===== config.mk =====
export PLATFORM = sky130hd
export DESIGN_NAME = msg_decrypt
export DESIGN_NICKNAME = d
export VERILOG_FILES = /design/src/rtl/msg_cipher_pkg.sv /design/src/rtl/msg_decrypt_lfsr7.sv /design/src/rtl/msg_decrypt.sv
export SDC_FILE = /design/constraint.sdc
export NUM_CORES = 1
export LEC_CHECK = 0
export ABC_AREA = 1
export CORE_UTILIZATION = 30
export DETAILED_ROUTE_END_ITERATION = 8
export PLACE_DENSITY = 0.51
export SYNTH_ARGS = -nofsm -noshare
export SYNTH_HDL_FRONTEND = slang
export SYNTH_HIERARCHICAL = 1
export SYNTH_SLANG_ARGS = --single-unit
export TNS_END_PERCENT = 50

===== constraint.sdc =====
create_clock -name Clk -period 2.1 [get_ports Clk]
set_input_delay 0.315 -clock Clk [delete_from_list [all_inputs] [get_ports Clk]]
set_output_delay 0.315 -clock Clk [all_outputs]
set_load 0.05 [all_outputs]

===== src/rtl/msg_cipher_pkg.sv =====
// ============================================================================
// Module : msg_cipher_pkg
// Brief  : Shared constants, FSM encoding and LFSR helper for the LFSR
//          message cipher hardware.
// Rev    : 1.0  initial release
// ============================================================================
`default_nettype none

package msg_cipher_pkg;

    localparam int NUM_TAPS = 9;

    // Entry 0 sits in the low bits, so LFSR_TAPS[idx] selects tap pattern idx.
    localparam logic [NUM_TAPS-1:0][6:0] LFSR_TAPS = {
        7'h7B, 7'h7E, 7'h5C, 7'h69, 7'h6A, 7'h72, 7'h78, 7'h48, 7'h60
    };

    localparam logic [7:0] ASCII_OFFSET  = 8'h20;
    localparam logic [7:0] DEF_MSG_BASE  = 8'd64;
    localparam logic [7:0] DEF_OUT_BASE  = 8'd0;
    localparam int         DEF_MSG_LEN   = 64;
    localparam int         DEF_CHECK_LEN = 10;

    typedef enum logic [2:0] {
        ST_IDLE      = 3'd0,
        ST_SEED      = 3'd1,
        ST_SEARCH    = 3'd2,
        ST_DECODE_RD = 3'd3,
        ST_DECODE_WR = 3'd4,
        ST_FILL      = 3'd5,
        ST_DONE      = 3'd6
    } state_t;

    function automatic logic [6:0] lfsr_step(input logic [6:0] s, input logic [6:0] taps);
        return {s[5:0], ^(s & taps)};
    endfunction

endpackage

`default_nettype wire


===== src/rtl/msg_decrypt_lfsr7.sv =====
// ============================================================================
// Module : lfsr7
// Brief  : 7-bit Fibonacci LFSR register with synchronous load and step;
//          tap pattern supplied by the caller.
// Rev    : 1.0  initial release
// ============================================================================
`default_nettype none

module lfsr7
    import msg_cipher_pkg::*;
(
    input  logic       clk,
    input  logic       rst_n,
    input  logic       i_load,
    input  logic [6:0] i_load_val,
    input  logic       i_step,
    input  logic [6:0] i_taps,
    output logic [6:0] o_state
);

    logic [6:0] r_state;

    // Load has priority so the caller can rewind to the seed in any cycle.
    always_ff @(posedge clk or negedge rst_n) begin
        if (!rst_n) begin
            r_state <= 7'd0;
        end else if (i_load) begin
            r_state <= i_load_val;
        end else if (i_step) begin
            r_state <= lfsr_step(r_state, i_taps);
        end
    end

    assign o_state = r_state;

endmodule

`default_nettype wire


===== src/rtl/msg_decrypt.sv =====
// ============================================================================
// Module : msg_decrypt
// Brief  : Memory-mapped LFSR message decryptor: recovers seed/taps from the
//          space preamble, decrypts, strips leading spaces, pads with spaces.
// Rev    : 1.0  initial release
// ============================================================================
`default_nettype none

module msg_decrypt
    import msg_cipher_pkg::*;
#(
    parameter logic [7:0] MSG_BASE  = DEF_MSG_BASE,
    parameter logic [7:0] OUT_BASE  = DEF_OUT_BASE,
    parameter int         MSG_LEN   = DEF_MSG_LEN,
    parameter int         CHECK_LEN = DEF_CHECK_LEN
) (
    input  logic       Clk,
    input  logic       Reset,
    input  logic       Start,
    output logic       Ack,
    output logic [7:0] mem_addr,
    input  logic [7:0] mem_rd_data,
    output logic       mem_wr_en,
    output logic [7:0] mem_wr_data,
    output logic [3:0] ptrn_idx,
    output logic [6:0] seed,
    output logic [6:0] parity_err_cnt,
    output logic       no_match
);

    localparam logic [6:0] c_last_idx   = 7'(MSG_LEN - 1);
    localparam logic [6:0] c_last_check = 7'(CHECK_LEN - 1);
    localparam logic [6:0] c_msg_len    = 7'(MSG_LEN);
    localparam logic [3:0] c_last_ptrn  = 4'(NUM_TAPS - 1);

    state_t     r_state;
    logic       r_start_d;
    logic [3:0] r_p;
    logic [6:0] r_k;
    logic [6:0] r_i;
    logic [6:0] r_skip;
    logic       r_leading;
    logic [6:0] r_plain;
    logic       r_ack;
    logic [3:0] r_ptrn_idx;
    logic [6:0] r_seed;
    logic [6:0] r_perr;
    logic       r_no_match;

    logic [6:0] w_lfsr;
    logic [6:0] w_taps;
    logic       w_match;
    logic [6:0] w_plain;
    logic       w_parity_bad;
    logic       w_skip_byte;
    logic [6:0] w_fill_skip;
    logic       w_load;
    logic [6:0] w_load_val;
    logic       w_step;

    // r_p equals the accepted pattern during decode, so one tap select serves both phases.
    assign w_taps       = LFSR_TAPS[r_p];
    assign w_match      = (lfsr_step(w_lfsr, w_taps) == mem_rd_data[6:0]);
    assign w_plain      = mem_rd_data[6:0] ^ w_lfsr;
    assign w_parity_bad = mem_rd_data[7] != ^mem_rd_data[6:0];
    assign w_skip_byte  = r_leading && (w_plain == 7'd0);
    assign w_fill_skip  = (r_state == ST_DECODE_RD) ? r_skip + 7'd1 : r_skip;

    always_comb begin
        w_load     = 1'b0;
        w_load_val = r_seed;
        w_step     = 1'b0;
        case (r_state)
            ST_SEED: begin
                w_load     = 1'b1;
                w_load_val = mem_rd_data[6:0];
            end
            ST_SEARCH: begin
                if (w_match && (r_k != c_last_check)) w_step = 1'b1;
                else                                  w_load = 1'b1;
            end
            ST_DECODE_RD: w_step = w_skip_byte;
            ST_DECODE_WR: w_step = 1'b1;
            default: ;
        endcase
    end

    lfsr7 u_lfsr (
        .clk        (Clk),
        .rst_n      (Reset),
        .i_load     (w_load),
        .i_load_val (w_load_val),
        .i_step     (w_step),
        .i_taps     (w_taps),
        .o_state    (w_lfsr)
    );

    always_comb begin
        mem_addr    = 8'd0;
        mem_wr_en   = 1'b0;
        mem_wr_data = 8'd0;
        case (r_state)
            ST_SEED:      mem_addr = MSG_BASE;
            ST_SEARCH:    mem_addr = MSG_BASE + {1'b0, r_k};
            ST_DECODE_RD: mem_addr = MSG_BASE + {1'b0, r_i};
            ST_DECODE_WR: begin
                mem_addr    = OUT_BASE + {1'b0, r_i - r_skip};
                mem_wr_en   = 1'b1;
                mem_wr_data = {1'b0, r_plain} + ASCII_OFFSET;
            end
            ST_FILL: begin
                mem_addr    = OUT_BASE + {1'b0, r_i};
                mem_wr_en   = 1'b1;
                mem_wr_data = ASCII_OFFSET;
            end
            default: ;
        endcase
    end

    always_ff @(posedge Clk or negedge Reset) begin
        if (!Reset) begin
            r_state    <= ST_IDLE;
            r_start_d  <= 1'b0;
            r_p        <= 4'd0;
            r_k        <= 7'd0;
            r_i        <= 7'd0;
            r_skip     <= 7'd0;
            r_leading  <= 1'b0;
            r_plain    <= 7'd0;
            r_ack      <= 1'b0;
            r_ptrn_idx <= 4'd0;
            r_seed     <= 7'd0;
            r_perr     <= 7'd0;
            r_no_match <= 1'b0;
        end else begin
            r_start_d <= Start;
            case (r_state)
                ST_IDLE: begin
                    if (r_start_d && !Start) begin
                        r_ptrn_idx <= 4'd0;
                        r_seed     <= 7'd0;
                        r_perr     <= 7'd0;
                        r_no_match <= 1'b0;
                        r_ack      <= 1'b0;
                        r_state    <= ST_SEED;
                    end
                end
                ST_SEED: begin
                    r_seed  <= mem_rd_data[6:0];
                    r_p     <= 4'd0;
                    r_k     <= 7'd1;
                    r_state <= ST_SEARCH;
                end
                ST_SEARCH: begin
                    if (w_match) begin
                        if (r_k == c_last_check) begin
                            r_ptrn_idx <= r_p;
                            r_i        <= 7'd0;
                            r_skip     <= 7'd0;
                            r_leading  <= 1'b1;
                            r_state    <= ST_DECODE_RD;
                        end else begin
                            r_k <= r_k + 7'd1;
                        end
                    end else if (r_p == c_last_ptrn) begin
                        r_no_match <= 1'b1;
                        r_ack      <= 1'b1;
                        r_state    <= ST_DONE;
                    end else begin
                        r_p <= r_p + 4'd1;
                        r_k <= 7'd1;
                    end
                end
                ST_DECODE_RD, ST_DECODE_WR: begin
                    if (r_state == ST_DECODE_RD && w_parity_bad) r_perr <= r_perr + 7'd1;
                    if (r_state == ST_DECODE_RD && !w_skip_byte) begin
                        r_plain   <= w_plain;
                        r_leading <= 1'b0;
                        r_state   <= ST_DECODE_WR;
                    end else begin
                        if (r_state == ST_DECODE_RD) r_skip <= w_fill_skip;
                        if (r_i != c_last_idx) begin
                            r_i     <= r_i + 7'd1;
                            r_state <= ST_DECODE_RD;
                        end else if (w_fill_skip == 7'd0) begin
                            r_ack   <= 1'b1;
                            r_state <= ST_DONE;
                        end else begin
                            // Fill resumes exactly where the shifted plaintext ends.
                            r_i     <= c_msg_len - w_fill_skip;
                            r_state <= ST_FILL;
                        end
                    end
                end
                ST_FILL: begin
                    if (r_i == c_last_idx) begin
                        r_ack   <= 1'b1;
                        r_state <= ST_DONE;
                    end else begin
                        r_i <= r_i + 7'd1;
                    end
                end
                ST_DONE: begin
                    if (Start) begin
                        r_ack   <= 1'b0;
                        r_state <= ST_IDLE;
                    end
                end
                default: r_state <= ST_IDLE;
            endcase
        end
    end

    assign Ack            = r_ack;
    assign ptrn_idx       = r_ptrn_idx;
    assign seed           = r_seed;
    assign parity_err_cnt = r_perr;
    assign no_match       = r_no_match;

endmodule

`default_nettype wire


==> After elaboration in Yosys (flattened, before gate mapping) <==
Memories as Yosys holds them, arrays and structs flattened.
Cells that the tools add are included.
{ "op_classes": {"n_addsub": 10, "n_lt_le_gt_ge": 1, "n_eq_ne": 33, "mux": 61, "n_bitwise": 2, "reduce_logical": 34} }
{ "op_table": {"columns": ["operator", "n"], "rows": [
  ["$mux W7", 18],
  ["$pmux W7 S2", 4],
  ["$pmux W8 S5", 1],
  ["$ne A2 B2 Y1 const B", 15],
  ["$add A7 B1 Y7 const B", 4],
  ["$mux W3", 8],
  ["$pmux W7 S3", 1],
  ["$mux W4", 5],
  ["$pmux W3 S6", 1],
  ["$add A7 B7 Y8 const A", 2],
  ["$pmux W4 S2", 2],
  ["$pmux W8 S2", 1],
  ["$ne A3 B3 Y1 const B", 5],
  ["$logic_not A7 Y1", 2],
  ["$mux W1", 14],
  ["$reduce_xor A7 Y1", 2],
  ["$reduce_and A4 Y1", 3],
  ["$reduce_bool A2 Y1", 6],
  ["$reduce_and A5 Y1", 2],
  ["$eq A3 B3 Y1 const B", 3],
  ["$reduce_and A3 Y1", 3],
  ["$reduce_and A9 Y1", 1],
  ["$add A7 B6 Y8 const B", 1],
  ["$and A7 B7 Y7", 1],
  ["26 further kinds", 36]
]} }
{ "totals": {"reg_bits": 64, "rom_bits": 112, "inputBits": 11, "output_inout_bits": 37, "word_cells": 156, "memories": 1} }
{ "mem_list": {"columns": ["name", "words", "word_bits", "rd", "rd_clocked_by_memory_dff", "write_ports", "line", "text"], "rows": [
  ["(no name shown)", 16, 7, 1, 0, 0, "msg_decrypt.sv:62", "assign w_taps = LFSR_TAPS[r_p];"]
]} }

==> Longest topological paths before layout <==
{ "logic_depth": {"depth_word": 10, "depth_mapped": 22, "ltp_nobuf": 21} }

==> By module <==
The synthesis kept the hierarchy.
{ "by_module_without_submodules": {"columns": ["module", "n_inst", "cells_per_inst", "area_each_um2", "seq_area_each_um2"], "rows": [
  ["msg_decrypt", 1, 612, 4393.0, 1426.4],
  ["lfsr7", 1, 74, 471.7, 175.2]
]} }

==> Least setup slack after synthesis <==
No wires, ideal clock.
{ "synth_path": {"path_type": "flip-flop to output port", "from": "register r_state[2]", "to": "output port mem_addr[0]", "arrival_time_ps": 2487, "required_time_ps": 1785, "setup_slack_ps": -702, "path_stages_with_launch": 7, "path_buffers": 0, "path_cell_list": "dfrtp_1 inv_2 nor2_1 nor2_1 inv_1 nand2_1 o221ai_1"} }
{ "synth_via": {"elab_chain_cells": 2, "word_cells_on_any_way": 6, "classes_between": "eq/ne: 5; mux: 1"} }
{ "synth_rtl": {"columns": ["item", "line", "text"], "rows": [
  ["start: declaration", "msg_decrypt.sv:36", "state_t r_state;"],
  ["start signal: assignment", "msg_decrypt.sv:122", "r_state <= ST_IDLE;"],
  ["start signal: assignment", "msg_decrypt.sv:145", "r_state <= ST_SEED;"],
  ["start signal: assignment", "msg_decrypt.sv:152", "r_state <= ST_SEARCH;"],
  ["$eq A3 B3 Y1 (tied with other cells)", "msg_decrypt.sv:102", "case (r_state)"],
  ["$pmux W8 S5 *", "msg_decrypt.sv:102", null],
  ["end: declaration", "msg_decrypt.sv:21", "output logic [7:0] mem_addr,"]
]} }
Every way passes the cells marked *; elsewhere a longest branch is shown, timed or not.

==> Final worst setup path <==
{ "layout_path": {"from": "register r_i[0]", "to": "output port mem_addr[6]"} }
{ "layout_via": {"elab_chain_cells": 2, "word_cells_on_any_way": 3, "classes_between": "add/sub: 2; mux: 1"} }
{ "layout_rtl": {"columns": ["item", "line", "text"], "rows": [
  ["start: declaration", "msg_decrypt.sv:40", "logic [6:0] r_i;"],
  ["start signal: assignment", "msg_decrypt.sv:183", "r_i <= r_i + 7'd1;"],
  ["start signal: assignment", "msg_decrypt.sv:190", "r_i <= c_msg_len - w_fill_skip;"],
  ["start signal: assignment", "msg_decrypt.sv:200", "r_i <= r_i + 7'd1;"],
  ["$sub A7 B7 Y7 / $add A7 B7 Y8 (equally long branches)", "msg_decrypt.sv:107, msg_decrypt.sv:105", null],
  ["$pmux W8 S5 *", "msg_decrypt.sv:102", null]
]} }
Marked as above.

==> results.cfg <==
[min_path]
hold_start = mem_rd_data[0]
min_path_cells = 3
holdPathEnd = seed[0]
hold_class = input port to flop

[critical_path]
crit_chain = inv_2, ha_4, inv_2, fa_2, nand2_2, nand2_2, a21oi_2, or2_4, nand2_2, nand2_1, nand2_1, or2_4, nand3_4, o2111ai_4, buf_6
critPathTopFamily = simple AND/OR/NAND/NOR gates
crit_path_end_kind = primary output
cp_slowest_cell = dfrtp_1
rr_endpoint = u_lfsr/o_state[5]
cp.required_ns = 1.78
r2r_slack_ns = -0.23
ff2ff_path_depth = 19
cp-start-kind = flop
critPathArrivalTime_ns = 2.45
path_buf_inv = 3
critPathKind = flop to primary output
path_max_fanout = 2
r2r-start = r_p[0]
cp_common_cell = nand2_2
critPathMaxStageDelay_ns = 0.38

[place]
routabilityCongestion = 0.875
portBuffers = 47
hpwl_um = 11300

[logic_synthesis]
synthArstFlopShare = 1.00
synthCells = 686
yosys.cell_types.count = 44
yosysWarnings = 6
synth-edff-count = 0
yosysTopAreaCell = dfrtp_1
ys_top_cells_by_area = dfrtp_1, nand2_1, inv_1
synth_ff_type = dfrtp_1
syn_area_um2 = 4860
synth.top_cell.area_share = 0.329
ys_ff_latch = 64
synth.cells.most_frequent = nand2_1, inv_1, nand3_1, dfrtp_1, o21ai_0
synth.most_common_cell = nand2_1
ys_seq_area_frac = 0.329
synth.avg_cell_area_um2 = 7.09
synth_nets = 715

[job]
cap_violations = 0

[clock_network]
clockBufferDepth = 2
tritoncts = done
clkLatencyLatePin_ns = 0.34
cts_buffers = 9
cts_max_level = 3
root_buffer = clkbuf_16
cts_sinks = 64
clk_pin_slew_ns = 0.06

[global_routing]
busiest_layer = met2
grt_max_degree = 48
gr-usage-met2 = 0.331
met1_usage = 0.228
first_global_vias = 5076
grt_use_total = 0.187
grt_first_pass_wirelength_um = 24200
antenna_found_initial = 0
use_met3 = 0.0314
overflow = 0

[sta]
hold_viol = 0
fmax_ghz = 0.361
finalCriticalPeriod_ns = 2.77
finalSetupViolCount = 39
rsz0062_at_grt = yes
max_slew_margin = 0.657
worstMarginPinSlew_ns = 0.513
setup_slack_ns = -0.669
drv_slew = 0
fin_crit_sh = 1.32
fin_hold_ws_ns = 0.431
fin_worst_skew_ns = 0.00864

[floorplan]
core_um2 = 15900
fp.dieW_um = 129
start_util = 0.306
rows = 46
io_pins = 48
die_h_um = 129
die_area_um2 = 16700

[drt]
routed_wirelength_um = 15300
ant_nets = 0
post_drt_via_cell_ratio = 4.69
drt_iter0_markers = 229
drt_pass1_iterations = 4
drc = 0
post_drt_wl_per_cell_um = 14.0
vias = 5137

[outcome]
violations = setup timing
status = complete, but fails checks

[pwr]
seq_power_share = 0.190
ir_worst_vdd_v = 0.000721
p_sw_frac = 0.469
leakagePower_nw = 3.72
p_sw_mw = 4.49
comb_power_share = 0.655
power.density_nw_per_um2 = 1210
power.total_mw = 9.58
p_int_mw = 5.09
pwr-share-clk = 0.155

[cells_and_area]
drive_gt1_frac = 0.409
layout.nets = 904
diodes = 0
syn_to_final_growth_pct = 63.3
==> flip-flops by register name, summed over array words and instances (netlist names), 3 cells and up <==
name,cells
r_k,7
r_skip,7
r_plain,7
r_p,4
ptrn_idx,4
seed,7
u_lfsr/o_state,7
r_state,3
parity_err_cnt,7
r_i,7
==> layout make-up <==
cell class / count / area, µm²
tap: 216 / 270
sequential: 64 / 1600
multi-input combinational: 516 / 3560
timing repair buffer: 186 / 1850
clock buffer: 10 / 229
fill: 1542 / 7940
clock inverter: 6 / 60.1
inverter: 98 / 380
==> logic make-up after synthesis <==
group / share of synthesized area
other: 0.000771
adder cells (fa/ha/maj): 0.0478
XOR/XNOR: 0.0736
AO/OA/AOI/OAI: 0.105
buffers and inverters: 0.0859
flip-flops: 0.329
AND/OR/NAND/NOR: 0.358
==> worst min-delay path, stage by stage <==
cell            delay (ns)
dlymetal6s2s_1        0.21
nand2_1               0.11
o21ai_0               0.08
==> repair_timing <==
action,CTS,global route
cloned,0,1
buffers inserted,21,15
hold endpoints to repair,17,0
pin swaps,30,37
endpoints found under the setup margin,58,64
resized for setup,77,113
hold buffers,1,0
==> cells in the final DEF (no fill, tap or decap), drive strengths merged <==
| master | count |
|---|---|
| a21oi | 8 |
| a22o | 1 |
| a22oi | 5 |
| a31oi | 2 |
| buf | 155 |
| bufbuf | 1 |
| bufinv | 1 |
| clkbuf | 10 |
| clkdlybuf4s50 | 28 |
| clkinv | 3 |
| clkinvlp | 2 |
| conb | 1 |
| dfrtp | 64 |
| dlygate4sd3 | 1 |
| dlymetal6s2s | 1 |
| fa | 1 |
| ha | 17 |
| inv | 98 |
| nand2 | 226 |
| nand3 | 74 |
| nand3b | 3 |
| nand4 | 5 |
| nor2 | 51 |
| nor3 | 9 |
| nor4 | 3 |
| o2111ai | 1 |
| o211ai | 2 |
| o21a | 1 |
| o21ai | 53 |
| o221ai | 4 |
| o22ai | 5 |
| o32ai | 1 |
| or2 | 3 |
| xnor2 | 15 |
| xor2 | 25 |
==> layer usage <==
layer / vias up / share of wire
met1: 2441 / 0.44
met2: 81 / 0.50
met5: - / 0
met4: 0 / 0.021
li1: 2591 / -
met3: 24 / 0.031
==> power by group through the flow <==
stage	sequential, mW	combinational, mW	clock (mW)
6_report	1.82	6.27	1.49
5_1_grt	1.86	6.77	1.57
3_3_place_gp	1.82	4.97	0
3_5_place_dp	1.83	5.03	0
2_1_floorplan	2.15	2.74	0
4_1_cts	1.80	5.72	1.53
==> per-stage QoR <==
stage	instance area (µm²)	instances	worst slack (ns)	setup TNS, ns	util
2_1_floorplan	5010	686	-0.259	-1.31	-
3_3_place_gp	6660	1046	-0.338	-8.30	0.419
3_5_place_dp	6660	1046	-0.382	-9.91	0.419
4_1_cts	7460	1083	-0.651	-6.31	0.470
5_1_grt	7950	1096	-0.777	-10.68	0.500
6_report	7950	1096	-0.669	-4.50	0.500
==> worst max path at each step <==
stage	from	end	slack (ns)	cells after the start
3_3_place_gp	r_i[0]	mem_addr[6]	-0.34	15
4_1_cts	r_i[0]	mem_addr[6]	-0.65	15
2_1_floorplan	r_i[0]	mem_addr[6]	-0.26	14
5_1_grt	r_i[0]	mem_addr[6]	-0.78	15
6_report	r_i[0]	mem_addr[6]	-0.67	15
3_5_place_dp	r_i[0]	mem_addr[6]	-0.38	15
No activity file was read; power rests on OpenSTA's default activity.
